===== src/rtl/seq_shift_add_multiplier.sv =====
// ============================================================================
// Module   : seq_shift_add_multiplier
// Brief    : Iterative unsigned shift-add multiplier with valid/ready on both
//            sides. Optional early termination via SEQ_MUL_EARLY_TERM_EN.
// Revision : 1.0 - initial release
// ============================================================================
`default_nettype none

module seq_shift_add_multiplier #(
  parameter int WIDTH = 8
) (
  input  logic                 clk,
  input  logic                 rst_n,
  input  logic                 in_valid,
  output logic                 in_ready,
  input  logic [WIDTH-1:0]     a,
  input  logic [WIDTH-1:0]     b,
  output logic                 out_valid,
  input  logic                 out_ready,
  output logic [2*WIDTH-1:0]   product,
  output logic                 busy
);

  localparam int CNT_W = $clog2(WIDTH) + 1;
  localparam logic [CNT_W-1:0] c_LAST = CNT_W'(WIDTH - 1);

  typedef enum logic [1:0] {
    S_IDLE = 2'd0,
    S_RUN  = 2'd1,
    S_DONE = 2'd2
  } state_t;

  state_t               r_state;
  logic [2*WIDTH-1:0]   r_acc;
  logic [2*WIDTH-1:0]   r_mcand;
  logic [WIDTH-1:0]     r_mplier;
  logic [CNT_W-1:0]     r_cnt;
  logic [2*WIDTH-1:0]   r_product;
  logic                 r_in_ready;
  logic                 r_out_valid;
  logic                 r_busy;

  logic [2*WIDTH-1:0]   w_sum;
  logic                 w_last;

  assign w_sum = r_mplier[0] ? (r_acc + r_mcand) : r_acc;

`ifdef SEQ_MUL_EARLY_TERM_EN
  // Stop once no set multiplier bits remain after this step.
  assign w_last = (r_cnt == c_LAST) || (r_mplier[WIDTH-1:1] == '0);
`else
  assign w_last = (r_cnt == c_LAST);
`endif

  always_ff @(posedge clk or negedge rst_n) begin
    if (!rst_n) begin
      r_state     <= S_IDLE;
      r_acc       <= '0;
      r_mcand     <= '0;
      r_mplier    <= '0;
      r_cnt       <= '0;
      r_product   <= '0;
      r_in_ready  <= 1'b1;
      r_out_valid <= 1'b0;
      r_busy      <= 1'b0;
    end else begin
      unique case (r_state)
        S_IDLE: begin
          if (in_valid) begin
            r_mcand    <= {{WIDTH{1'b0}}, a};
            r_mplier   <= b;
            r_acc      <= '0;
            r_cnt      <= '0;
            r_state    <= S_RUN;
            r_in_ready <= 1'b0;
            r_busy     <= 1'b1;
          end
        end
        S_RUN: begin
          r_acc    <= w_sum;
          r_mcand  <= r_mcand << 1;
          r_mplier <= r_mplier >> 1;
          r_cnt    <= r_cnt + 1'b1;
          if (w_last) begin
            r_product   <= w_sum;
            r_state     <= S_DONE;
            r_busy      <= 1'b0;
            r_out_valid <= 1'b1;
          end
        end
        S_DONE: begin
          if (out_ready) begin
            r_state     <= S_IDLE;
            r_out_valid <= 1'b0;
            r_in_ready  <= 1'b1;
          end
        end
        default: begin
          r_state     <= S_IDLE;
          r_in_ready  <= 1'b1;
          r_out_valid <= 1'b0;
          r_busy      <= 1'b0;
        end
      endcase
    end
  end

  assign in_ready  = r_in_ready;
  assign out_valid = r_out_valid;
  assign busy      = r_busy;
  assign product   = r_product;

endmodule

`default_nettype wire


===== config.mk =====
export PLATFORM = sky130hd
export DESIGN_NAME = seq_shift_add_multiplier
export DESIGN_NICKNAME = d
export VERILOG_FILES = /design/src/rtl/seq_shift_add_multiplier.sv
export SDC_FILE = /design/constraint.sdc
export NUM_CORES = 1
export LEC_CHECK = 0
export CORE_UTILIZATION = 56
export DETAILED_ROUTE_END_ITERATION = 10
export PLACE_DENSITY = 0.77
export SLEW_MARGIN = 15
export SYNTH_ARGS = -nofsm -noshare
export SYNTH_HDL_FRONTEND = slang
export SYNTH_SLANG_ARGS = --single-unit

===== constraint.sdc =====
create_clock -name clk -period 3.7 [get_ports clk]
set_clock_uncertainty 0.05 [all_clocks]
set_input_delay 0.74 -clock clk [delete_from_list [all_inputs] [get_ports clk]]
set_output_delay 0.74 -clock clk [all_outputs]
set_load 0.01 [all_outputs]

==> Word level (Yosys, flattened, before mapping) <==
Index checks and enable logic that the tools add are counted.
{ "op_classes": {"div_mod_pow": 0, "reduce_logical": 8, "n_shift": 0, "muxes": 22, "n_eq_ne": 6, "mul": 0, "bitwise_logic": 3, "order_cmp": 0, "add_sub_neg": 2} }
{ "op_table": {"columns": ["operator", "count"], "rows": [
  ["$pmux W16 S2", 2],
  ["$mux W16", 3],
  ["$add A16 B16 Y16", 1],
  ["$pmux W8 S2", 1],
  ["$reduce_and A3 Y1", 4],
  ["$pmux W1 S3", 3],
  ["$mux W8", 1],
  ["$pmux W4 S2", 1],
  ["$mux W1", 6],
  ["$mux W2", 3],
  ["$ne A2 B2 Y1 const B", 3],
  ["$pmux W2 S3", 1],
  ["$add A4 B1 Y4 const B", 1],
  ["$eq A4 B3 Y1 const B", 1],
  ["$mux W4", 1],
  ["$reduce_and A2 Y1", 2],
  ["$not A1 Y1", 3],
  ["$eq A2 B1 Y1 const B", 1],
  ["$eq A2 B2 Y1 const B", 1],
  ["$logic_not A2 Y1", 1],
  ["$reduce_bool A2 Y1", 1]
]} }
{ "word_totals": {"latch_bits": 0, "elab_cells": 50, "n_memories": 0, "register_bits": 65, "ram_bits": 0, "romBits": 0, "in_bits": 20} }

==> Longest topological paths before layout <==
Gate-level depths: netlist of run 1.
{ "depth": {"depth_word": 3, "depth_mapped": 9, "ltp_nobuf": 9} }

==> Worst setup path before layout of run 1 <==
No wires, ideal clock.
{ "synth_timing": {"path_kind": "register to register", "startpoint": "register r_acc[0]", "endpoint": "register r_product[14], in the netlist product[14]", "required_time_ps": 3525, "setup_ps": 125, "stages_incl_launch_ff": 10, "slack_ps": 1095, "arrival_time_ps": 2431, "path_cell_list": "dfrtp_1 ha_1 fa_1 a21o_1 a221oi_2 o31a_4 o21ai_2 xor2_1 mux2_2 mux2_2"} }
{ "synth_between": {"elab_chain_len": 2} }
{ "synth_rtl": {"columns": ["element", "line", "source"], "rows": [
  ["from (decl)", "34", "logic [2*WIDTH-1:0] r_acc;"],
  ["from (signal assigned)", "80", "r_acc <= w_sum;"],
  ["$add A16 B16 Y16", "46", "assign w_sum = r_mplier[0] ? (r_acc + r_mcand) : r_acc;"],
  ["$mux W16", "46", null],
  ["to (signal assigned)", "85", "r_product <= w_sum;"],
  ["to (decl)", "38", "logic [2*WIDTH-1:0] r_product;"]
]} }
No other way between the ends.
A chain may end at the register's enable or synchronous reset.

==> Final worst setup path of run 1 <==
Same ends and word-level chain as after synthesis.

==> results of run 1 <==
==> how the worst max path moves through the flow <==
| stage | endpoint | slack, ps | from |
|---|---|---|---|
| 2_1_floorplan | product[14]$_DFFE_PN0P_ | 1090 | r_acc[0]$_DFFE_PN0P_ |
| 3_3_place_gp | product[14]$_DFFE_PN0P_ | 1000 | r_acc[0]$_DFFE_PN0P_ |
| 3_5_place_dp | product[14]$_DFFE_PN0P_ | 910 | r_acc[0]$_DFFE_PN0P_ |
| 4_1_cts | product[14]$_DFFE_PN0P_ | 880 | r_acc[0]$_DFFE_PN0P_ |
| 5_1_grt | r_acc[12]$_DFFE_PN0P_ | 740 | r_acc[0]$_DFFE_PN0P_ |
| 6_report | product[14]$_DFFE_PN0P_ | 870 | r_acc[0]$_DFFE_PN0P_ |
==> cells in the mapped netlist, drive strengths merged, types with 4 or more instances <==
cell type and number:
a21o 9, a21oi 20, a22o 19, a22oi 14, clkbuf 19, dfrtp 64
ha 16, mux2i 13, nand2 41, nand2b 4, nand3 5, nor2 11
nor2b 12, o21ai 51, o21bai 4, xnor2 6, xor2 7
==> metal layers <==
metal  GRT usage, %  vias to the layer above  part of all wire (%)
met5              0                        -                     0
met4           8.21                        0                   1.2
met3           6.48                        8                   4.0
met2           41.8                       64                    48
met1           34.6                     1284                    47
li1               -                     1339                     -
==> logic make-up after synthesis <==
| logic type | share of synthesized area (%) |
|---|---|
| AO/OA/AOI/OAI | 25.4 |
| XOR/XNOR | 3.29 |
| adder cells (fa/ha/maj) | 6.37 |
| buffers and inverters | 2.50 |
| flip-flops | 47.1 |
| multiplexers | 4.41 |
| AND/OR/NAND/NOR | 11.0 |
==> sequential cells by signal, summed over array words and instances (netlist names) <==
register / count
r_mplier: 8
product: 16
out_valid: 1
r_mcand: 16
busy: 1
r_acc: 16
r_state: 2
r_cnt: 4
in_ready: 1
==> worst reg2reg max path, delay by kind of cell, from the launching register on <==
family / cells / cell delay (ps)
xor gates and xnor gates: 1 / 160
AOI/OAI and AO/OA: 4 / 900
adders and majority gates: 2 / 660
muxes: 2 / 550
DFF: 1 / 400
==> cells in the final DEF (no fill, tap or decap), types with 11 or more instances in the layout <==
cell,instances
a21oi_1,20
a22o_1,19
a22oi_1,14
clkdlybuf4s50_1,37
dfrtp_1,64
ha_1,16
mux2i_1,13
nand2_1,41
nor2_1,11
nor2b_1,12
o21ai_0,50
==> stage by stage <==
step | util [%] | hold WS (ps)
6_report | 68.8 | 428
5_1_grt | 68.8 | 459
4_1_cts | 68.8 | 435
2_1_floorplan | - | 394
3_3_place_gp | 65.2 | 410
3_5_place_dp | 65.2 | 419
==> power by group through the flow <==
stage / sequential (mW) / clock [mW] / combinational, mW
final: 1.28 / 0.653 / 1.50
after global routing: 1.32 / 0.695 / 1.69
after CTS: 1.27 / 0.664 / 1.51
after detailed placement: 1.28 / 0 / 1.51
after global placement: 1.27 / 0 / 1.45
after floorplan: 1.20 / 0 / 1.09
==> layout make-up <==
type,instances,share of cell area [%]
Multi-Input combinational cell,261,42.6
Tap cell,75,2.29
Clock inverter,5,1.96
Inverter,3,0.275
Clock buffer,11,3.21
Sequential cell,65,39.7
Timing Repair Buffer,42,9.90
==> run_results.csv, run 1 <==
group,metric,value,unit
global_routing,grt.overflow.total,0,
setup_path,worstPathRequired,3870,ps
floorplan,rows,28,
placement,postPlaceCellArea,3880,um^2
sta,fin_crit_sh,76.5,%
yosys,synth_top_flop_cell,"dfrtp_1",
run,maxCapViolations,0,
power_and_ir_drop,totalPowerFinal,3.43,mW
clock_tree,clock_path_buffers,2,
yosys,yosys_warnings,0,
setup_path,end_kind,"register",
power_and_ir_drop,sw_frac_of_total,39.7,%
power_and_ir_drop,vdd_ir_drop_max,0.394,mV
setup_path,path_common_cell,"mux2_2",
floorplan,ios,39,
floorplan,die_area,6500,um^2
drt,vias,2695,
sta,timing.slew.headroom,27.2,%
clock_tree,hold_buffers,0,
setup_path,cp_slowest_stage_delay,420,ps
power_and_ir_drop,p_per_area,837,nW/um^2
run_status,status,"completed",
clock_tree,clk_pin_slew,70,ps
yosys,synth.avg_cell_area,9.91,um^2
drt,drt-pass1-iter-count,4,
drt,wl_per_cell,16.0,um
sta,fin_setup_tns,0,ps
placement,dp_hpwl,5.12,mm
setup_path,r2r_start,"r_acc[0]$_DFFE_PN0P_",
power_and_ir_drop,p_int,2.07,mW
floorplan,start_util,58.1,%
power_and_ir_drop,power_switching,1.36,mW
cells_and_area,layout.nets,419,
min_path,min_path_cells,2,
clock_tree,numClockSinks,65,
global_routing,grt_use_total,26.1,%
cells_and_area,n_antenna_cell,0,
min_path,hold_path.class,"register to register",
drt,ant_nets,0,
sta,fin_crit,2830,ps
setup_path,cpLargestDelayFamily,"compound AO/OA/AOI/OAI gates",
cells_and_area,area_growth,18.4,%
setup_path,worstPathMaxFanout,5,
yosys,syn_area,3460,um^2
global_routing,grt_pass1_vias,2699,
yosys,synth_top_cell_area_share,46.3,%
setup_path,critPathSlowestCell,"fa_1",
placement,io_buffers,38,
cells_and_area,multi_input_area,1750,um^2
setup_path,crit_type,"register to register",
cells_and_area,layout-drive-gt1-share,6.46,%
setup_path,critPathArrivalTime,3000,ps
drt,drt_first_iter_violations,158,
global_routing,grt_start_max_net_pins,66,
floorplan,die_y,80.6,um
power_and_ir_drop,p_comb_share,43.7,%
clock_tree,clock_latency,340,ps
cells_and_area,fin_cells,462,
setup_path,cp.depth,9,
drt,finalWirelength,7.38,mm
sta,fmax,353,MHz
min_path,worstHoldStart,"product[8]$_DFFE_PN0P_",
cells_and_area,seqCellArea,1630,um^2
clock_tree,post-cts-setup-buffers,0,
cells_and_area,fillers,480,
setup_path,critPathBufInv,0,
floorplan,core_area,5960,um^2
yosys,synth_fp_nets,386,
yosys,ys_seq_elements,65,
yosys,synth_edf_count,0,
global_routing,grt_pass1_wl,12.7,mm
clock_tree,cts_tree,"yes",
placement,gp_congestion,0.879,
sta,timing_hold_violations_final,0,
sta,setup_ws,868,ps
yosys,ys_types,42,
sta,final_max_slew_viol_count,0,
setup_path,regToRegSetupSlack,870,ps
floorplan,die_w,80.6,um
clock_tree,cts_resized,0,
placement,place_ws,913,ps
min_path,min_to,"product[8]$_DFFE_PN0P_",
drt,drc,0,
power_and_ir_drop,leakagePower,1.88,nW
setup_path,r2r_end,"product[14]$_DFFE_PN0P_",
sta,rsz0062_at_grt,"no",
yosys,synth_area_leaders,"dfrtp_1 (46%), o21ai_0 (7.2%), ha_1 (5.8%)",
yosys,synth_top_area_cell,"dfrtp_1",
power_and_ir_drop,clkPwrFrac,19.1,%
sta,worst_pin_slew,1090,ps
setup_path,worstPathCellList,"ha_1 > fa_1 > a21o_1 > a221oi_2 > o31a_4 > o21ai_2 > xor2_1 > mux2_2 > mux2_2",
yosys,async_flop_share,100,%
clock_tree,cts_buffers,9,
clock_tree,root_buffer,"clkbuf_8",
global_routing,antenna_found_initial,0,
sta,finalSetupViolations,0,
drt,via_per_inst,5.83,
yosys,netlist_instances,349,
power_and_ir_drop,power_frac_seq,37.2,%
cells_and_area,final_area,4100,um^2
clock_tree,htreeDepth,3,
yosys,ys_seq_area_share,47.1,%
setup_path,rr_worst_depth,9,
setup_path,startpoint_type,"register",
placement,dp.cells,446,
Note: power is estimated with default switching activity, not from simulation.
==> inputs of run 2 (changes only) <==
- CORE_UTILIZATION: 56 -> 51
- PLACE_DENSITY: 0.77 -> 0.73
- clock period: 3.7 -> 2.4 ns (I/O delays scaled with it)
==> run_results.csv, run 2 (synthesis results as in run 1) <==
group,metric,value,unit
clock_tree,cts_buffers,9,
clock_tree,clock_path_buffers,2,
floorplan,die_y,84.4,um
drt,drc,4,
global_routing,grt_start_max_net_pins,36,
power_and_ir_drop,leakagePower,2.02,nW
placement,io_buffers,38,
power_and_ir_drop,power_frac_seq,35.6,%
drt,ant_nets,0,
drt,vias,2836,
clock_tree,cts_tree,"yes",
setup_path,end_kind,"register",
sta,final_max_slew_viol_count,0,
global_routing,grt_pass1_vias,2758,
global_routing,grt.overflow.total,0,
cells_and_area,n_antenna_cell,0,
clock_tree,root_buffer,"clkbuf_8",
run_status,status,"complete, but fails checks",
sta,worst_pin_slew,1140,ps
sta,fin_crit,2490,ps
setup_path,crit_type,"register to register",
sta,timing.slew.headroom,24.1,%
min_path,hold_path.class,"input port to asynchronous set/reset pin",
sta,timing_hold_violations_final,0,
sta,finalSetupViolations,2,
drt,via_per_inst,5.74,
cells_and_area,fillers,557,
clock_tree,numClockSinks,65,
power_and_ir_drop,p_comb_share,49.6,%
run,maxCapViolations,0,
placement,gp_congestion,0.900,
sta,fin_crit_sh,104,%
clock_tree,clk_pin_slew,70,ps
cells_and_area,final_cell_mix,"dfrtp_1 (64), o21ai_0 (45), nand2_1 (41)",
sta,rsz0062_at_grt,"yes",
cells_and_area,area_growth,25.6,%
setup_path,startpoint_type,"register",
drt,finalWirelength,7.72,mm
global_routing,grt_pass1_wl,13.0,mm
floorplan,rows,29,
power_and_ir_drop,vdd_ir_drop_max,0.703,mV
cells_and_area,final_area,4340,um^2
sta,setup_ws,-91.1,ps
power_and_ir_drop,p_per_area,1240,nW/um^2
power_and_ir_drop,power_switching,2.20,mW
power_and_ir_drop,clkPwrFrac,14.9,%
placement,dp_hpwl,5.44,mm
placement,postPlaceCellArea,4100,um^2
drt,drt_first_iter_violations,175,
floorplan,die_area,7120,um^2
floorplan,start_util,53.6,%
drt,drt-pass1-iter-count,7,
clock_tree,htreeDepth,3,
drt,wl_per_cell,15.6,um
cells_and_area,layout-drive-gt1-share,15.3,%
power_and_ir_drop,sw_frac_of_total,40.8,%
setup_path,critPathArrivalTime,2680,ps
setup_path,worstPathRequired,2590,ps
cells_and_area,layout.nets,449,
cells_and_area,fin_util,67.3,%
setup_path,worstPathMaxFanout,3,
power_and_ir_drop,p_int,3.18,mW
clock_tree,clock_latency,340,ps
floorplan,ios,39,
global_routing,grt_use_total,23.4,%
floorplan,die_w,84.4,um
global_routing,antenna_found_initial,0,
run_status,violations,"design-rule violations, negative setup slack",
sta,fmax,401,MHz
floorplan,core_area,6460,um^2
cells_and_area,final_common_cell,"dfrtp_1",
## run 2: power groups by stage
| stage | sequential, mW | clock [mW] | combinational, mW |
|---|---|---|---|
| after global routing | 1.98 | 0.861 | 2.95 |
| final | 1.91 | 0.801 | 2.67 |
| after floorplan | 1.85 | 0 | 1.69 |
| after global placement | 1.90 | 0 | 2.51 |
| after CTS | 1.91 | 0.819 | 2.60 |
| after detailed placement | 1.92 | 0 | 2.57 |
## run 2: routing by layer
| metal | GRT usage (%) | wire length (um) | vias up |
|---|---|---|---|
| li1 | - | - | 1397 |
| met1 | 31.3 | 3630 | 1364 |
| met3 | 3.64 | 281 | 11 |
| met5 | 0 | 0 | - |
| met4 | 10.5 | 126 | 0 |
| met2 | 38.1 | 3680 | 64 |
## run 2: stage by stage
stage / power (mW) / setup TNS [ps] / hold WS [ps] / worst slack (ps) / std cells
finish: 5.38 / -94.0 / 40.1 / -91.1 / 494
global route: 5.79 / -498 / 72.6 / -165 / 494
CTS: 5.32 / -62.8 / 41.1 / -62.8 / 493
detailed placement: 4.50 / -211 / 417 / -151 / 473
global placement: 4.42 / -120 / 411 / -119 / 473
floorplan: 3.54 / -95.9 / 134 / -95.9 / 349
## run 2: area by class of cell
type	count	area [um^2]	area share, %
Tap cell	77	96.3	2.22
Clock buffer	10	128	2.94
Inverter	3	11.3	0.259
Sequential cell	65	1630	37.5
Timing Repair Buffer	72	647	14.9
Clock inverter	6	35.0	0.806
Multi-Input combinational cell	261	1800	41.4
## run 2: repair_timing
item	CTS	global route
pin swaps	5	7
resized for setup	0	12
buffers inserted	4	2
hold buffers	0	0
setup endpoints to repair	3	12
## run 2: critical path, cell delays in order, from the launching register on
cell and delay [ps]:
dfrtp_1 390, ha_2 200, fa_2 330, a21o_1 200
a221oi_4 290, o31a_4 200, o21ai_2 60, xor2_1 150
mux2_2 260, mux2_2 250
## run 2: path summary, 6_finish.rpt
check                                            start                      end  slack (ps)  depth (start not counted)
worst max-delay path            r_mcand[0]$_DFFE_PN0P_  product[14]$_DFFE_PN0P_         -90                          9
worst max register to register  r_mcand[0]$_DFFE_PN0P_  product[14]$_DFFE_PN0P_         -90                          9
worst min register to register  product[9]$_DFFE_PN0P_   product[9]$_DFFE_PN0P_         430                          2
worst min-delay path                             rst_n   product[6]$_DFFE_PN0P_          40                          1
min in group clk                product[9]$_DFFE_PN0P_   product[9]$_DFFE_PN0P_         430                          2
max in group asynchronous                        rst_n     in_ready$_DFFE_PN1P_        1620                          2
